## src/rtl/sseg_decoder.sv

```systemverilog
// sseg_decoder: hex nibble to seven-segment pattern (bit0=a .. bit6=g).
// REG selects a registered (clk_en-gated) or purely combinational output;
// INV selects active-low (1) or active-high (0) segment drive.
// Optional feature macro: SSEG_BLANK_EN adds a 'blank' input that turns
// all segments off, sampled alongside num.
module sseg_decoder #(
    parameter int REG = 1,
    parameter int INV = 1
) (
    input  logic       clk,
    input  logic       rst,
    input  logic       clk_en,
    input  logic [3:0] num,
`ifdef SSEG_BLANK_EN
    input  logic       blank,
`endif
    output logic [6:0] sseg
);

    logic [6:0] seg_raw;
    logic [6:0] seg_dec;
    logic [6:0] sseg_d;
    logic [6:0] sseg_q;
    logic [6:0] seg_pat;

    // Active-high decode of the hex digit (A, C, E, F upper case; b, d lower case)
    always_comb begin
        seg_raw = '0;
        case (num)
            4'h0: seg_raw = 7'h3F;
            4'h1: seg_raw = 7'h06;
            4'h2: seg_raw = 7'h5B;
            4'h3: seg_raw = 7'h4F;
            4'h4: seg_raw = 7'h66;
            4'h5: seg_raw = 7'h6D;
            4'h6: seg_raw = 7'h7D;
            4'h7: seg_raw = 7'h07;
            4'h8: seg_raw = 7'h7F;
            4'h9: seg_raw = 7'h6F;
            4'hA: seg_raw = 7'h77;
            4'hB: seg_raw = 7'h7C;
            4'hC: seg_raw = 7'h39;
            4'hD: seg_raw = 7'h5E;
            4'hE: seg_raw = 7'h79;
            4'hF: seg_raw = 7'h71;
            default: seg_raw = '0;
        endcase
    end

    // Optional blanking forces all segments off before the register
    always_comb begin
        seg_dec = seg_raw;
`ifdef SSEG_BLANK_EN
        if (blank) begin
            seg_dec = '0;
        end
`endif
    end

    // Register load is gated by the clock enable; otherwise hold
    always_comb begin
        sseg_d = clk_en ? seg_dec : sseg_q;
    end

    // Active-high pattern register, cleared (all segments off) by async reset
    always_ff @(posedge clk or posedge rst) begin
        if (rst) begin
            sseg_q <= '0;
        end else begin
            sseg_q <= sseg_d;
        end
    end

    // Select registered or combinational pattern, then apply output polarity.
    // The register is always present; with REG=0 it is simply unobserved.
    always_comb begin
        seg_pat = (REG != 0) ? sseg_q : seg_dec;
        sseg    = (INV != 0) ? ~seg_pat : seg_pat;
    end

endmodule

```

## config.mk

```make
export PLATFORM = sky130hd
export DESIGN_NAME = sseg_decoder
export DESIGN_NICKNAME = d
export VERILOG_FILES = /design/src/rtl/sseg_decoder.sv
export SDC_FILE = /design/constraint.sdc
export NUM_CORES = 1
export LEC_CHECK = 0
export ABC_AREA = 0
export BUFFER_PORTS_ARGS = -buffer_cell sky130_fd_sc_hd__buf_2
export CAP_MARGIN = 20
export CORE_AREA = 2 2 39 41
export DETAILED_ROUTE_END_ITERATION = 16
export DIE_AREA = 0 0 41 43
export PLACE_DENSITY = 0.72
export SYNTH_ARGS = -nofsm -noshare
export SYNTH_HDL_FRONTEND = slang
export SYNTH_SLANG_ARGS = --single-unit
```

## constraint.sdc

```tcl
create_clock -name clk -period 0.8 [get_ports clk]
set_clock_uncertainty 0.1 [all_clocks]
set_input_delay 0.08 -clock clk [delete_from_list [all_inputs] [get_ports clk]]
set_output_delay 0.08 -clock clk [all_outputs]
set_load 0.05 [all_outputs]
```

---- Word level (Yosys, flattened, before mapping) ----
Memory sizes are Yosys's and may differ from the RTL's. A register that Yosys moved wholly into a read port is not among the register bits.
Index checks and enable logic that the tools add are counted.
word-level totals
  flip-flop bits (word level) ............. 0
  bits in read-only memories .............. 112
  output and inout bits ................... 7
  memories ................................ 1
memories
  name             depth  bits a word  read ports  clocked after Yosys merged registers in  wr ports  line  RTL
  (no name shown)  16     7            1           1                                        0         29    case (num)
cells by class
  bitwise logic cells ..................... 1
operators by type and width
  cell       number
  7-bit NOT  1

---- Logic depth before layout (Yosys ltp) ----
Gate-level depths: netlist (run 1).
  depth in word-level cells ............... 1
  mapped depth ............................ 5
  gate-level depth less buffers ........... 5

---- Worst setup path before layout (run 1) ----
No wires, ideal clock.
  kind .................................... reg2reg
  from .................................... register seg_pat[3] (netlist name)
  to ...................................... register sseg_q[3], in the netlist seg_pat[3]
  arrival ................................. 814 ps
  data required time ...................... 556 ps
  slack ................................... -258 ps
  cell stages (with the launch flop) ...... 3
  path buffers ............................ 0
  clock period less this slack ............ 1058 ps
  path through ............................ dfrtp_1 inv_1 o221ai_1
RTL lines
  element           line  RTL
  end: declaration  23    logic [6:0] sseg_q;

---- Worst setup path after layout (run 1) ----
  from .................................... register sseg_q[3], in the netlist seg_pat[3]
  to ...................................... output port sseg[3]
between the ends
  word-level cells in the longest chain between the ends .. 1
RTL lines
  element           line  RTL
  7-bit NOT         78    sseg = (INV != 0) ? ~seg_pat : seg_pat;
  end: declaration  17    output logic [6:0] sseg
No other way between the ends.

==> summary.txt, run 1 <==
Reg clk slew, reported paths = 0.05 ns
Status = complete, but fails checks
Initial Utilization = 0.397
Final Setup Violations = 14
Flip-flop and latch area = 175 sq um
Post-Syn Area = 549 sq um
Area leader, netlist = dfrtp_1
Max-slew headroom = 0.777
Htree depth = 1
Routed Antenna Nets = 0
Ys Warns = 0
Post-route clock period utilization = 1.33
WP data required = 0.62 ns
Fillers = 107
Cells on worst reg2reg path = 3
Site Rows = 14
Core Area = 0.00138 sq mm
HPWL Detailed = 798 um
Drt first pass iters = 4
Top Ports = 14
Leakage power total = 0.000378 uW
Crit path DAT = 0.89 ns
CP Max Fanout = 2
Seq/Total Area, Yosys = 0.319
Logic pwr share = 0.459
Maximum clock path buffer count = 2
Syn Area/Cell = 9.31 sq um
Vias/cell = 5.10
Seq pwr share = 0.314
Final nets = 99
Gate count after technology mapping = 59
Crit start category = flop
Clock network power share = 0.228
Synthesis-to-finish area growth = 62.9%
Synth top area share = 0.319
Failing checks = negative setup slack
Register bit total from synthesis = 7
Number of flip-flops under the largest register name = 7
Final hold violation count = 0
Die X = 41 um
Hold depth = 3
Peak supply drop = 0.482 mV
Psw = 503 uW
PwrDens = 1530 mW/mm^2
Internal power = 868 uW
Distinct cell type count after synthesis = 25
Detailed-route via count = 510
CTS tree = built
Final core occ = 0.646
Routability Congestion = 0.789
Fmax = 937 MHz
Area of the multi-input gates = 374 sq um
Crit path capture type = output port
PnR worst setup slack = -0.268 ns
DR WL/cell = 12.2 um
DP Area = 679 sq um
Syn nets = 73
Total gr overflow = 0
Vias in the first global route = 457
Clk_lat worst skew = 0.24 ns
Root buffer cell = clkbuf_4
Hold Crit Class = primary input to flop
Post-route DRC violation count = 0
Sw Share = 0.367
Largest net degree at the start of global routing = 16
Measured slew at the worst slew-check pin = 0.335 ns
Clock sinks = 7
IO Port Bufs = 13
Share of cells above drive strength 1 = 0.595
Global-route usage over all layers = 0.163
Total CTS buffers = 3
Final Instance Area = 895 sq um
Max-Cap Viols = 0
Top post-synthesis cells by area = dfrtp_1, ha_1, inv_1, nand2b_1, buf_6
Final min period = 1.07 ns
Die Ht = 43 um
Die area = 0.00176 sq mm
RSZ-0062 raised after global routing = true
# diodes = 0
Antenna violations before repair = 0
1st-iter DRT viols = 11
First-pass GRT wire length = 1950 um
Post-Route WL = 1220 um
Critical path class = flop to output port
Final Max Slew Viols = 0
[synthesized netlist by cell type (all sizes together)]
cell type,count
nand4b,1
o31ai,2
a21oi,1
o32ai,1
o2111ai,1
nand4,1
nor2b,1
a21boi,2
ha,7
o211a,1
o211ai,1
o22ai,3
mux2i,1
o21ai,2
dfrtp,7
nand2b,4
buf,3
nor2,1
nand2,6
o221ai,2
inv,11
[cells in the final DEF, fill, tap and decap left out, drive strengths merged, types with 2 or more instances in the layout]
| cell type | synthesis | routed |
|---|---|---|
| a21boi | 2 | 2 |
| clkinvlp | 0 | 6 |
| dfrtp | 7 | 7 |
| clkbuf | 0 | 4 |
| nand2b | 4 | 4 |
| o221ai | 2 | 2 |
| o31ai | 2 | 2 |
| inv | 11 | 5 |
| o21ai | 2 | 2 |
| buf | 3 | 23 |
| o22ai | 3 | 3 |
| nand2 | 6 | 6 |
| ha | 7 | 7 |
[power by group through the flow]
stage               sequential (uW)  combinational, uW  clock (uW)
finish                          430                629         312
global route                    435                672         343
CTS                             429                562         320
detailed placement              435                436           0
global placement                434                430           0
floorplan                       433                322           0
[routing by layer]
layer / routed length (um) / global-route usage
met3: 39 / 0.0157
met1: 493 / 0.205
met5: 0 / 0
met4: 0 / 0.0800
met2: 684 / 0.263
[worst paths after layout]
path / startpoint / endpoint / slack (ns)
max: seg_pat[3] / sseg[3] / -0.27
max reg2reg: seg_pat[3] / seg_pat[3] / -0.19
min in group asynchronous: rst / seg_pat[2] / 0.22
max in group asynchronous: rst / seg_pat[0] / 0.16
min reg2reg: seg_pat[2] / seg_pat[2] / 0.54
min: num[1] / seg_pat[6] / 0.08
[what timing repair did]
item                                    CTS  global route
gates resized for setup                  27            12
hold endpoints to repair                  7             0
hold buffers                              1             0
pin swaps                                 0             1
endpoints found under the setup margin   14            14
gates cloned                              0             0
setup buffers                             3             4
[cells by family after synthesis]
group	synth area share
multiplexers	0.0182
adder cells (fa/ha/maj)	0.159
AO/OA/AOI/OAI	0.237
buffers and inverters	0.130
AND/OR/NAND/NOR	0.137
flip-flops	0.319
[layout make-up]
class,instances,area share
inverters,11,0.0769
clock buffers,4,0.0294
repair buffers,24,0.257
flip-flops and latches,7,0.196
well taps,16,0.0224
multi-input cells,38,0.418
[critical path: stages, from the launching register on]
cell	delay [ns]
dfrtp_1	0.37
clkinvlp_4	0.11
buf_6	0.16
[stage by stage]
step	TNS (ns)	hold slack [ns]	power, uW	cells	worst slack (ns)
3_5_place_dp	-2.48	-0.0824	871	91	-0.350
5_1_grt	-3.08	0.0966	1450	100	-0.318
2_1_floorplan	-1.18	-0.217	754	59	-0.227
6_report	-2.44	0.0802	1370	100	-0.268
4_1_cts	-2.18	0.101	1310	98	-0.257
3_3_place_gp	-2.23	-0.0842	864	91	-0.293
(Power assumes the default switching activity.)
==> inputs of run 2 (changes only) <==
--- a/config.mk
+++ b/config.mk
@@ -11,7 +11,6 @@
 export CORE_AREA = 2 2 39 41
 export DETAILED_ROUTE_END_ITERATION = 16
 export DIE_AREA = 0 0 41 43
-export PLACE_DENSITY = 0.72
 export SYNTH_ARGS = -nofsm -noshare
 export SYNTH_HDL_FRONTEND = slang
 export SYNTH_SLANG_ARGS = --single-unit
==> constraint.sdc (replaced) <==
create_clock -name clk -period 0.8 [get_ports clk]
set_clock_uncertainty 0.1 [all_clocks]
set_input_delay 0.16 -clock clk [delete_from_list [all_inputs] [get_ports clk]]
set_output_delay 0.16 -clock clk [all_outputs]
set_load 0.05 [all_outputs]
==> run 2 against run 1 <==
  * The run still ends with negative setup slack left
  * Non-clock buffer count up 8
  * Core utilization up 7.7 points
  * Hold slack better by 0.096 ns
  * Design area up 12%
  * Sequential cell count unchanged
  * Routed wire length up 4.0%
  * Combinational power up 8.4%
  * Critical endpoint is now sseg[4]
  * Largest power group unchanged
==> summary.txt, run 2 (synthesis results as in run 1) <==
Status = complete, but fails checks (unchanged)
Failing checks = negative setup slack (unchanged)
Post-route DRC violation count = 0 (unchanged)
Root buffer cell = clkbuf_4 (unchanged)
Site Rows = 14 (unchanged)
Total CTS buffers = 3 (unchanged)
Global-route usage over all layers = 0.167 (was 0.163)
Max-slew headroom = 0.811 (was 0.777)
Final core occ = 0.723 (was 0.646)
Top delay family on crit path = flip-flops (unchanged)
Detailed-route via count = 529 (was 510)
Synthesis-to-finish area growth = 82.2% (was 62.9%)
Drt first pass iters = 4 (unchanged)
RSZ-0062 raised after global routing = true (unchanged)
Worst reg2reg path startpoint = seg_pat[2] (was seg_pat[3])
Pwr Total = 1430 uW (was 1370 uW)
DR WL/cell = 11.7 um (was 12.2 um)
Internal power = 909 uW (was 868 uW)
CP Max Fanout = 2 (unchanged)
Fmax = 872 MHz (was 937 MHz)
Slowest-stage cell, CP = dfrtp_1 (unchanged)
Final nets = 107 (was 99)
Htree depth = 1 (unchanged)
CP startpoint = seg_pat[4] (was seg_pat[3])
Core Area = 0.00138 sq mm (unchanged)
Die area = 0.00176 sq mm (unchanged)
Largest net degree at the start of global routing = 16 (unchanged)
IO Port Bufs = 13 (unchanged)
Total gr overflow = 0 (unchanged)
Top Ports = 14 (unchanged)
Busiest layer in global routing = met2 (unchanged)
Initial Utilization = 0.397 (unchanged)
Crit start category = flop (unchanged)
Crit path DAT = 0.89 ns (about the same)
Final min period = 1.15 ns (was 1.07 ns)
Reg clk slew, reported paths = 0.05 ns (about the same)
Vias/cell = 4.90 (was 5.10)
Routed Antenna Nets = 0 (unchanged)
1st-iter DRT viols = 8 (was 11)
Seq pwr share = 0.300 (was 0.314)
Final Setup Violations = 14 (unchanged)
Peak supply drop = 0.552 mV (was 0.482 mV)
Crit path capture type = output port (unchanged)
DP Worst Slack = -0.444 ns (was -0.350 ns)
HPWL Detailed = 930 um (was 798 um)
Share of cells above drive strength 1 = 0.641 (was 0.595)
Antenna violations before repair = 0 (unchanged)
Final hold violation count = 0 (unchanged)
Cells along the critical path = clkinvlp_4 > buf_6 (unchanged)
GRT met3 Usage = 0.0157 (unchanged)
CTS tree = built (unchanged)
Die X = 41 um (unchanged)
Routability Congestion = 0.767 (was 0.789)
WP data required = 0.54 ns (was 0.62 ns)
Critical path class = flop to output port (unchanged)
Leakage power total = 0.000433 uW (was 0.000378 uW)
Clock sinks = 7 (unchanged)
Clk_lat worst skew = 0.24 ns (about the same)
Psw = 520 uW (was 503 uW)
Max-Cap Viols = 0 (unchanged)
GR met2 Demand/Resource = 0.256 (was 0.263)
Logic pwr share = 0.477 (was 0.459)
Vias in the first global route = 477 (was 457)
Sw Share = 0.364 (was 0.367)
CP max stage delay = 0.37 ns (about the same)
Measured slew at the worst slew-check pin = 0.280 ns (was 0.335 ns)
Commonest non-fill, non-tap cells in the layout = buf_6, buf_4, dfrtp_1, clkinvlp_4 (was buf_6, dfrtp_1, clkinvlp_4, buf_2, buf_4)
Die Ht = 43 um (unchanged)
Routing usage on met1 = 0.215 (was 0.205)
Commonest non-fill, non-tap cell in the layout = buf_6 (unchanged)
Worst Hold Launch = clk_en (was num[1])
Post-Route WL = 1270 um (was 1220 um)
Final Max Slew Viols = 0 (unchanged)
CP Buf/Inv Count = 2 (unchanged)
Hold Crit Class = primary input to flop (unchanged)
Maximum clock path buffer count = 2 (unchanged)
First-pass GRT wire length = 2010 um (was 1950 um)
Hold WS = 0.176 ns (was 0.0802 ns)
# diodes = 0 (unchanged)
Number of flip-flops under the largest register name = 7 (unchanged)
Fillers = 108 (was 107)
Post-route clock period utilization = 1.43 (was 1.33)
PnR worst setup slack = -0.346 ns (was -0.268 ns)
PwrDens = 1430 mW/mm^2 (was 1530 mW/mm^2)
Clock network power share = 0.223 (was 0.228)
## run 2: cell count changes in the layout (fill, tap and decap cells not counted), sizes merged
cell  before  now
buf       23   31
## run 2: layout make-up
cell class | count | area, sq um | share of cell area
clock buffer | 4 | 26.3 | 0.0263
sequential | 7 | 175 | 0.175
multi-input combinational | 38 | 393 | 0.393
tap | 16 | 20.0 | 0.0200
timing repair buffer | 32 | 300 | 0.300
inverter | 11 | 86.3 | 0.0863
## run 2: metal layers
metal / routed length, um / up-vias
met1: 487 / 241
li1: - / 269
met2: 720 / 17
met4: 15 / 0
met5: 0 / -
met3: 42 / 2
## run 2: metrics by stage
step                instances  instance area (sq um)  TNS, ns
CTS                       108                    946    -3.32
global route              108                   1000    -3.75
global placement          100                    800    -3.71
finish                    108                   1000    -3.28
detailed placement        100                    800    -3.83
floorplan                  59                    632    -1.52
## run 2: worst paths after layout
path                         endpoint  cells after the start  slack [ns]
hold / removal             seg_pat[0]                      3        0.18
setup / recovery              sseg[4]                      2       -0.35
min in group asynchronous  seg_pat[5]                      3        0.28
setup reg to reg           seg_pat[2]                      5       -0.30
hold reg to reg            seg_pat[5]                      3        0.54
max in group asynchronous  seg_pat[3]                      3        0.10
## run 2: worst min-delay path, delay by kind of cell
family / cells / cell delay [ns]
buffers and inverters: 1 / 0.13
AO/OA/AOI/OAI: 2 / 0.17
## run 2: power by group through the flow
stage	registers [uW]	clock network (uW)	logic, uW
after floorplan	433	0	336
after global placement	434	0	510
after detailed placement	435	0	514
after CTS	429	325	644
after global routing	431	351	731
final	428	318	682
## run 2: what timing repair did
| action | in CTS | in global routing |
|---|---|---|
| hold buffers | 1 | 0 |
| resized for setup | 25 | 14 |
| setup buffers | 5 | 5 |
| setup endpoints to repair | 14 | 14 |
| pin swaps | 2 | 7 |
| hold endpoints to repair | 7 | 0 |
| cloned | 0 | 0 |
